File: src/rtl/match_controller.sv
// Match sequencing controller for a two-player fighting game.
// Runs a match as a series of rounds. Each round is a series of turns: both players' actions are
// collected (or timed out), issued to the fight datapath as a one-cycle strobe, and the win flags
// are sampled after a settle delay. Round wins are scored until one player reaches the target or
// the round limit runs out.
//
// Ports
//   clk                 clock, all state changes on the rising edge
//   resetGame           asynchronous active-low reset
//   start               level; begins a match from idle or from match-over
//   req1/req2, act1/2   player action requests (act valid while req high)
//   ack1/ack2           request accepted this cycle (combinational from req)
//   firstWin/secondWin  round result flags from the datapath
//   health1/health2     player health from the datapath
//   action1/action2     issued actions, held until the next issue
//   actionEnable        one-cycle issue strobe
//   roundReset_n        active-low datapath reset, low for two cycles at round start
//   score1/score2       round wins, round = current round (0 when idle)
//   matchOver           match finished, matchWinner 01=P1 10=P2 11=draw 00=none
module match_controller #(
    parameter int unsigned TURN_TIMEOUT = 8,
    parameter int unsigned SETTLE_CYC   = 2,
    parameter int unsigned TURN_LIMIT   = 16,
    parameter int unsigned WINS_NEEDED  = 2,
    parameter int unsigned MAX_ROUNDS   = 3
) (
    input  logic       clk,
    input  logic       resetGame,
    input  logic       start,
    input  logic       req1,
    input  logic       req2,
    input  logic [2:0] act1,
    input  logic [2:0] act2,
    output logic       ack1,
    output logic       ack2,
    input  logic       firstWin,
    input  logic       secondWin,
    input  logic [1:0] health1,
    input  logic [1:0] health2,
    output logic [2:0] action1,
    output logic [2:0] action2,
    output logic       actionEnable,
    output logic       roundReset_n,
    output logic [1:0] score1,
    output logic [1:0] score2,
    output logic [1:0] round,
    output logic       matchOver,
    output logic [1:0] matchWinner
);

    typedef enum logic [2:0] {
        StIdle, StRoundInit, StCollect, StIssue, StSettle, StRoundEnd, StMatchOver
    } state_e;

    state_e     state_q;
    logic [7:0] timer_q;
    logic [4:0] turn_q;
    logic [2:0] slot1_q, slot2_q;
    logic       full1_q, full2_q;
    logic [2:0] action1_q, action2_q;
    logic       act_en_q;
    logic       rr_n_q;
    logic [1:0] score1_q, score2_q, round_q;
    logic       over_q;
    logic [1:0] winner_q;
    logic [1:0] result_q;   // outcome of the round being closed: 01 P1, 10 P2, 11 draw

    logic       ack1_c, ack2_c, issue_go, settle_done, round_end_go, match_done;
    logic [1:0] res_d, score1_d, score2_d, winner_d;

    always_comb begin
        ack1_c       = (state_q == StCollect) && !full1_q && req1;
        ack2_c       = (state_q == StCollect) && !full2_q && req2;
        // A slot acked this cycle counts as full, so the last ack moves straight to issue.
        issue_go     = ((full1_q || ack1_c) && (full2_q || ack2_c)) ||
                       (timer_q == 8'(TURN_TIMEOUT - 1));
        settle_done  = (timer_q == 8'(SETTLE_CYC - 1));
        round_end_go = firstWin || secondWin || (turn_q == 5'(TURN_LIMIT));

        if (firstWin && !secondWin)      res_d = 2'b01;
        else if (secondWin && !firstWin) res_d = 2'b10;
        else if (firstWin && secondWin)  res_d = 2'b11;
        else if (health1 > health2)      res_d = 2'b01;
        else if (health2 > health1)      res_d = 2'b10;
        else                             res_d = 2'b11;

        score1_d = score1_q;
        score2_d = score2_q;
        if (result_q == 2'b01 && score1_q != 2'd3) score1_d = score1_q + 2'd1;
        if (result_q == 2'b10 && score2_q != 2'd3) score2_d = score2_q + 2'd1;

        match_done = (result_q == 2'b01 && score1_d == 2'(WINS_NEEDED)) ||
                     (result_q == 2'b10 && score2_d == 2'(WINS_NEEDED)) ||
                     (round_q == 2'(MAX_ROUNDS));

        if (score1_d > score2_d)      winner_d = 2'b01;
        else if (score2_d > score1_d) winner_d = 2'b10;
        else                          winner_d = 2'b11;
    end

    always_ff @(posedge clk or negedge resetGame) begin
        if (!resetGame) begin
            state_q   <= StIdle;
            timer_q   <= '0;
            turn_q    <= '0;
            slot1_q   <= '0;
            slot2_q   <= '0;
            full1_q   <= 1'b0;
            full2_q   <= 1'b0;
            action1_q <= '0;
            action2_q <= '0;
            act_en_q  <= 1'b0;
            rr_n_q    <= 1'b0;
            score1_q  <= '0;
            score2_q  <= '0;
            round_q   <= '0;
            over_q    <= 1'b0;
            winner_q  <= '0;
            result_q  <= '0;
        end else begin
            act_en_q <= 1'b0;
            case (state_q)
                StIdle: begin
                    rr_n_q <= 1'b1;
                    if (start) begin
                        state_q  <= StRoundInit;
                        rr_n_q   <= 1'b0;
                        timer_q  <= '0;
                        score1_q <= '0;
                        score2_q <= '0;
                        round_q  <= 2'd1;
                    end
                end
                StRoundInit: begin
                    turn_q  <= '0;
                    slot1_q <= '0;
                    slot2_q <= '0;
                    full1_q <= 1'b0;
                    full2_q <= 1'b0;
                    if (timer_q == 8'd1) begin
                        state_q <= StCollect;
                        rr_n_q  <= 1'b1;
                        timer_q <= '0;
                    end else begin
                        timer_q <= timer_q + 8'd1;
                    end
                end
                StCollect: begin
                    if (ack1_c) begin
                        slot1_q <= act1;
                        full1_q <= 1'b1;
                    end
                    if (ack2_c) begin
                        slot2_q <= act2;
                        full2_q <= 1'b1;
                    end
                    if (issue_go) begin
                        // Empty slots hold 000, so a timed-out player issues 000.
                        state_q   <= StIssue;
                        act_en_q  <= 1'b1;
                        action1_q <= ack1_c ? act1 : slot1_q;
                        action2_q <= ack2_c ? act2 : slot2_q;
                        timer_q   <= '0;
                    end else begin
                        timer_q <= timer_q + 8'd1;
                    end
                end
                StIssue: begin
                    slot1_q <= '0;
                    slot2_q <= '0;
                    full1_q <= 1'b0;
                    full2_q <= 1'b0;
                    turn_q  <= turn_q + 5'd1;
                    state_q <= StSettle;
                    timer_q <= '0;
                end
                StSettle: begin
                    if (settle_done) begin
                        timer_q <= '0;
                        if (round_end_go) begin
                            result_q <= res_d;
                            state_q  <= StRoundEnd;
                        end else begin
                            state_q <= StCollect;
                        end
                    end else begin
                        timer_q <= timer_q + 8'd1;
                    end
                end
                StRoundEnd: begin
                    score1_q <= score1_d;
                    score2_q <= score2_d;
                    if (match_done) begin
                        state_q  <= StMatchOver;
                        over_q   <= 1'b1;
                        winner_q <= winner_d;
                    end else begin
                        round_q <= round_q + 2'd1;
                        state_q <= StRoundInit;
                        rr_n_q  <= 1'b0;
                        timer_q <= '0;
                    end
                end
                StMatchOver: begin
                    if (start) begin
                        state_q  <= StRoundInit;
                        rr_n_q   <= 1'b0;
                        timer_q  <= '0;
                        score1_q <= '0;
                        score2_q <= '0;
                        round_q  <= 2'd1;
                        over_q   <= 1'b0;
                        winner_q <= '0;
                    end
                end
                default: state_q <= StIdle;
            endcase
        end
    end

    assign ack1         = ack1_c;
    assign ack2         = ack2_c;
    assign action1      = action1_q;
    assign action2      = action2_q;
    assign actionEnable = act_en_q;
    assign roundReset_n = rr_n_q;
    assign score1       = score1_q;
    assign score2       = score2_q;
    assign round        = round_q;
    assign matchOver    = over_q;
    assign matchWinner  = winner_q;

endmodule

File: config.mk
export PLATFORM = sky130hd
export DESIGN_NAME = match_controller
export DESIGN_NICKNAME = d
export VERILOG_FILES = /design/src/rtl/match_controller.sv
export SDC_FILE = /design/constraint.sdc
export NUM_CORES = 1
export LEC_CHECK = 0
export CAP_MARGIN = 15
export CORE_MARGIN = 1.5
export CORE_UTILIZATION = 40
export CTS_BUF_LIST = sky130_fd_sc_hd__clkbuf_8
export CTS_CLUSTER_DIAMETER = 150
export DETAILED_ROUTE_END_ITERATION = 6
export DONT_BUFFER_PORTS = 1
export GPL_TIMING_DRIVEN = 0
export PLACE_DENSITY_LB_ADDON = 0.3
export SLEW_MARGIN = 0
export SYNTH_ARGS = -nofsm -noshare
export SYNTH_HDL_FRONTEND = slang
export SYNTH_SLANG_ARGS = --single-unit
File: constraint.sdc
create_clock -name clk -period 2.1 [get_ports clk]
set_clock_uncertainty 0.15 [all_clocks]
set_input_delay 0.21 -clock clk [delete_from_list [all_inputs] [get_ports clk]]
set_output_delay 0.21 -clock clk [all_outputs]
set_load 0.05 [all_outputs]
Word level (Yosys, flattened, before mapping)
Index checks and enable logic that the tools add are counted.
Widths: inputs -> output; s select.
{ "totals": {"rom_bits": 0, "register_bits": 43, "inputBits": 17, "mem_bits_rw": 0, "mem_count": 0, "elab_cells": 141, "out_inout_bits": 19, "latch_bits": 0} }
{ "op_classes": {"order_cmp": 4, "div": 0, "n_shift": 0, "bitwise": 0, "n_addsub": 5, "eq_ne": 25, "n_mul": 0, "reduce_logical": 43, "n_mux": 47} }
{ "op_table": {"columns": ["cell", "n"], "rows": [
  ["$pmux 8 s5", 1],
  ["$mux 8", 4],
  ["$mux 3", 8],
  ["$mux 2", 11],
  ["$ne 2x2->1 const B", 10],
  ["$pmux 3 s6", 1],
  ["$pmux 2 s2", 4],
  ["$logic_and 1x1->1", 12],
  ["$pmux 3 s2", 2],
  ["$reduce_and 3->1", 4],
  ["$mux 1", 11],
  ["$pmux 5 s2", 1],
  ["$eq 3x3->1 const B", 3],
  ["$add 8x1->8 const B", 1],
  ["$eq 2x2->1 const B", 4],
  ["$eq 8x1->1 const B", 1],
  ["$eq 8x3->1 const B", 1],
  ["$gt 2x2->1", 4],
  ["$reduce_and 2->1", 4],
  ["$reduce_and 4->1", 2],
  ["$reduce_bool 2->1", 4],
  ["$logic_or 1x1->1", 7],
  ["$add 2x1->2 const B", 3],
  ["$eq 3x2->1 const B", 2],
  ["12 further kinds", 19]
]} }

Depth between registers and ports, before layout
{ "logic_depth": {"depth_word": 9, "mapped_depth": 8, "mapped_depth_nobuf": 8} }

Worst setup path before layout
No wires, ideal clock.
{ "synth_timing": {"path_type": "reg2reg", "from": "reg score1_q[0] (netlist: score1[0])", "to": "reg timer_q[7]", "required_ps": 1829, "t_arrival_ps": 2123, "path_stages_with_launch": 9, "setup_slack_ps": -294, "setup_ps": 121, "path_buffers": 1, "period_less_slack_ps": 2394, "path_cell_list": "dfrtp_1 ha_1 nand3b_1 a21o_1 a31oi_2 nand2b_1 buf_2 nor3_1 a22o_1"} }
{ "synth_between": {"elab_chain_len": 9, "elab_cells_between_ends": 10, "cone_classes": "add/sub: 1; eq/ne: 3; mux: 1; reduce/logical: 5"} }
{ "synth_lines": {"columns": ["element", "line_no", "source"], "rows": [
  ["from (decl)", "63", "logic [1:0] score1_q, score2_q, round_q;"],
  ["from (signal assigned)", "191", "score1_q <= score1_d;"],
  ["parallel branches: the longest is 2 deep, another holds $add 2x1->2", null, null],
  ["$mux 2 (*)", "89", "if (result_q == 2'b01 && score1_q != 2'd3) score1_d = score1_q + 2'd1;"],
  ["$eq 2x2->1 (*)", "92", "match_done = (result_q == 2'b01 && score1_d == 2'(WINS_NEEDED)) ||"],
  ["$logic_and 1x1->1 (*)", "92", null],
  ["$logic_or 1x1->1 (*)", "92", null],
  ["$logic_or 1x1->1 (*)", "93", "(result_q == 2'b10 && score2_d == 2'(WINS_NEEDED)) ||"],
  ["$ne 2x2->1 (no line) (*)", null, null],
  ["$reduce_and 3->1 (no line) (*)", null, null],
  ["to (signal assigned)", "145", "timer_q <= timer_q + 8'd1;"],
  ["to (signal assigned)", "165", "timer_q <= timer_q + 8'd1;"],
  ["to (signal assigned)", "187", "timer_q <= timer_q + 8'd1;"],
  ["to (decl)", "56", "logic [7:0] timer_q;"]
]} }
Mark *: on every way between the ends.
A chain may end at the register's enable or synchronous reset.

Worst setup path in the final report
{ "layout_timing": {"from": "reg score1_q[1] (netlist: score1[1])", "to": "reg timer_q[7]"} }
Same word-level chain as after synthesis.

==> impl_summary.txt <==
----------------------------------------------------
[Outcome]
  Status ... finished with violations
  Failing checks ... setup timing

[Timing]
  Slew @ Worst Pin ... 0.579 ns
  Final number of max-transition violations ... 0
  Number of hold-slack violations in the final timing report ... 0
  Worst slew margin relative to its limit ... 61.4%
  Minimum clock period after layout ... 2.19 ns
  Smallest setup slack after layout ... -0.0930 ns
  Setup repair after global routing missed its margin ... yes
  Hold Slack ... 0.00930 ns
  Setup violations, final ... 8
  Fmax ... 0.456 GHz
  Final worst-path cycle share ... 104%

[GRT]
  Total global routing track utilization ... 18.4%
  Vias in the first global route ... 1962
  Number of antenna violations at the first check in global routing ... 0
  Pin count of the biggest net entering global routing ... 44
  First-pass GRT wire length ... 9240 um
  Total grt overflow ... 0

[Drt]
  Vias post-DR ... 2055
  Antenna Violating Nets Remaining ... 0
  Number of remaining DRC errors ... 0
  Average wire length per cell after detail routing ... 15.4 um
  Number of DRC violations after detailed-routing iteration 0 ... 128
  Pre-antenna DRT Iters ... 4
  Post-detailed-route via-to-cell ratio ... 5.60
  DRT Wirelength ... 5660 um

[Layout]
  Count of nets after finishing ... 319
  Number of inserted diodes ... 0
  Summed area of non-filler cells in the final layout ... 3040 sq um
  Ratio of cells with drive above 1 in the final layout ... 22.3%
  Area growth from synthesis to layout ... 24.8%
  Share of the core filled with cells ... 51.6%

[Logic synthesis]
  Yosys warnings ... 0
  Summed instance area of the synthesized netlist ... 2430 sq um
  EDFF count, synth ... 0
  Fraction of registers with async set or reset after synthesis ... 100%
  Area share of the largest cell type after synthesis ... 44.2%
  Top cell types by occurrence after synthesis ... dfrtp_1 (43), nand2_1 (28), nor2_1 (22), o21ai_0 (22), a21oi_1 (16)
  Ys flop type ... dfrtp_1
  Cell with the most instances after synthesis ... dfrtp_1
  Synthesized area divided by synthesized cell count ... 9.43 sq um
  Portion of the post-synthesis area used by sequential elements ... 44.2%
  Synthesized netlist net count ... 286
  Register bit count reported by yosys ... 43
  Distinct cells, synth ... 50
  Top cells by area, synth ... dfrtp_1 (44%), ha_1 (5.7%), o21ai_0 (4.5%)
  Number of cells produced by synthesis ... 258
  Top cell type by total area after synthesis ... dfrtp_1

[Floorplan]
  Die outline height ... 81.0 um
  Top-level port count ... 36
  Horizontal die dimension ... 81.0 um
  Floorplan row count ... 28
  Initial Utilization ... 41.3%
  Total Die Area ... 6560 sq um
  Area of the placeable core ... 5890 sq um

[Power and ir drop]
  Peak supply drop ... 0.000949 V
  Relative contribution of sequential cells to total power ... 40.4%
  Switching component of the power ... 2.14 mW
  Clock Power Share ... 12.6%
  Internal power consumption ... 2.32 mW
  Pwr/cell area ... 1470 nW/um^2
  Logic pwr share ... 47.0%
  Static leakage ... 1.36 nW
  Switching part of the total power ... 48.0%

[Run]
  Number of max-cap violations ... 0

[Setup path]
  Stage delay of the slowest cell on the critical path ... 0.59 ns
  Cell count along the critical path ... 8
  Largest delay share family, worst path ... compound AO/OA/AOI/OAI gates
  CP cell instances ... ha_4, nand3b_1, a21o_1, a31oi_4, nand2b_4, buf_6, a21o_2, a22o_1
  Data arrival time of the worst path ... 2.25 ns
  Endpoint kind of the worst setup timing path ... flip-flop
  Largest fanout on the critical path ... 5
  Critical path's slowest cell ... dfrtp_4
  Startpoint-to-endpoint class of the critical path ... reg2reg
  Depth of the worst register-to-register path ... 8
  Critical Path Source Type ... flip-flop
  Buffer and inverter count on the worst path ... 1
  Critical path required time ... 2.15 ns

[Worst hold path]
  Class of the worst hold path ... in2reg
  Hold Path Stages ... 3

[Clocking]
  Clock tree from TritonCTS ... built
  CTS Root Buffer Type ... clkbuf_8
  Sinks on Clock Net ... 43
  # H-tree levels ... 2
  Maximum count of clock buffers along a single path ... 2
  Source-to-sink clock delay at the later pin of the worst-skew pair ... 0.32 ns
  Clock edge transition at the registers on the reported setup and hold paths ... 0.09 ns
  TritonCTS buffer count ... 5

[Place]
  Total of buffers placed on input and output ports ... 0
  Placed inst area ... 2590 sq um
  Post-detail-place hpwl ... 3610 um
  Routability congestion estimate from global placement ... 0.833

----------------------------------------------------
==> what timing repair did <==
item / 4_1_cts / 5_1_grt
gates cloned: 1 / 0
pin swaps: 11 / 5
endpoints found under the setup margin: 19 / 25
resized for setup: 17 / 12
hold endpoints to repair: 58 / 0
hold buffers: 11 / 0
setup buffers: 5 / 9
==> worst min-delay path, stage by stage <==
cell and delay, ns:
nor4_1 0.03, o22ai_1 0.12, a21oi_1 0.08
==> metal layers <==
| layer | track usage [%] | vias to the layer above | share of wire, % |
|---|---|---|---|
| li1 | - | 995 | - |
| met3 | 5.73 | 4 | 6.6 |
| met2 | 30.1 | 64 | 48 |
| met1 | 23.6 | 992 | 45 |
| met5 | 0 | - | 0 |
| met4 | 4.83 | 0 | 1.0 |
==> cell type report <==
cell class              instances  area [sq um]
multi-input cells             193          1410
inverters                      13          56.3
plain buffers                   9          48.8
fillers                       560          2850
clock buffers                   5          68.8
repair buffers                 26           240
well taps                      75          93.8
flip-flops and latches         43          1090
clock inverters                 3          25.0
==> path summary, 6_finish.rpt <==
path	start	endpoint	slack [ns]
max in group asynchronous	resetGame	score1[0]	1.32
min in group asynchronous	resetGame	round[1]	0.26
min reg2reg	slot1_q[2]	slot1_q[2]	0.35
max reg2reg	score1[1]	timer_q[7]	-0.09
min	firstWin	state_q[1]	0.009
max	score1[1]	timer_q[7]	-0.09
==> flip-flops by register name, indices dropped and copies added, names as in the netlist, 2 cells and up <==
| name | flops |
|---|---|
| matchWinner | 2 |
| score1 | 2 |
| turn_q | 5 |
| slot1_q | 3 |
| timer_q | 8 |
| score2 | 2 |
| state_q | 3 |
| result_q | 2 |
| round | 2 |
| action2 | 3 |
| slot2_q | 3 |
| action1 | 3 |
==> metrics by stage <==
| step | TNS, ns | instances | setup slack, ns | total power, mW |
|---|---|---|---|---|
| CTS | -0.523 | 358 | -0.0971 | 4.26 |
| global route | -1.26 | 367 | -0.168 | 4.75 |
| floorplan | -0.0532 | 258 | -0.0293 | 3.08 |
| finish | -0.526 | 367 | -0.0930 | 4.45 |
| detailed placement | -1.60 | 333 | -0.246 | 3.45 |
| global placement | -1.29 | 333 | -0.214 | 3.41 |
==> logic make-up after synthesis <==
| logic type | count (synthesis) | synth area share (%) |
|---|---|---|
| multiplexers | 10 | 4.17 |
| AO/OA/AOI/OAI | 70 | 18.9 |
| XOR/XNOR | 3 | 1.08 |
| AND/OR/NAND/NOR | 99 | 22.2 |
| adder cells (fa/ha/maj) | 11 | 5.66 |
| flip-flops | 43 | 44.2 |
| buffers and inverters | 22 | 3.76 |
==> power by group through the flow <==
| stage | clock network (mW) | registers (mW) | logic [mW] |
|---|---|---|---|
| after floorplan | 0 | 1.74 | 1.35 |
| after global routing | 0.602 | 1.84 | 2.31 |
| after detailed placement | 0 | 1.79 | 1.66 |
| final | 0.561 | 1.80 | 2.09 |
| after global placement | 0 | 1.78 | 1.62 |
| after CTS | 0.573 | 1.79 | 1.89 |
==> layout by cell type, fill, tap and decap left out, drive strengths merged, types with 2 or more instances in the layout <==
master | netlist | layout
a21o | 10 | 10
a21oi | 16 | 16
a22o | 8 | 8
a32o | 2 | 2
and4b | 2 | 2
and4bb | 2 | 2
buf | 6 | 22
clkbuf | 3 | 8
clkinv | 0 | 2
clkinvlp | 0 | 3
dfrtp | 43 | 43
dlygate4sd3 | 0 | 10
ha | 11 | 11
inv | 13 | 11
mux2i | 9 | 9
nand2 | 29 | 29
nand2b | 6 | 6
nand3 | 8 | 8
nand3b | 6 | 6
nand4 | 2 | 2
nor2 | 22 | 22
nor2b | 4 | 4
nor3 | 5 | 5
nor3b | 2 | 2
nor4 | 2 | 2
o21ai | 23 | 23
o22ai | 2 | 2
o31ai | 4 | 4
o32ai | 2 | 2
or2 | 2 | 2
xnor2 | 2 | 2
Power figures use the tool's default switching activity.
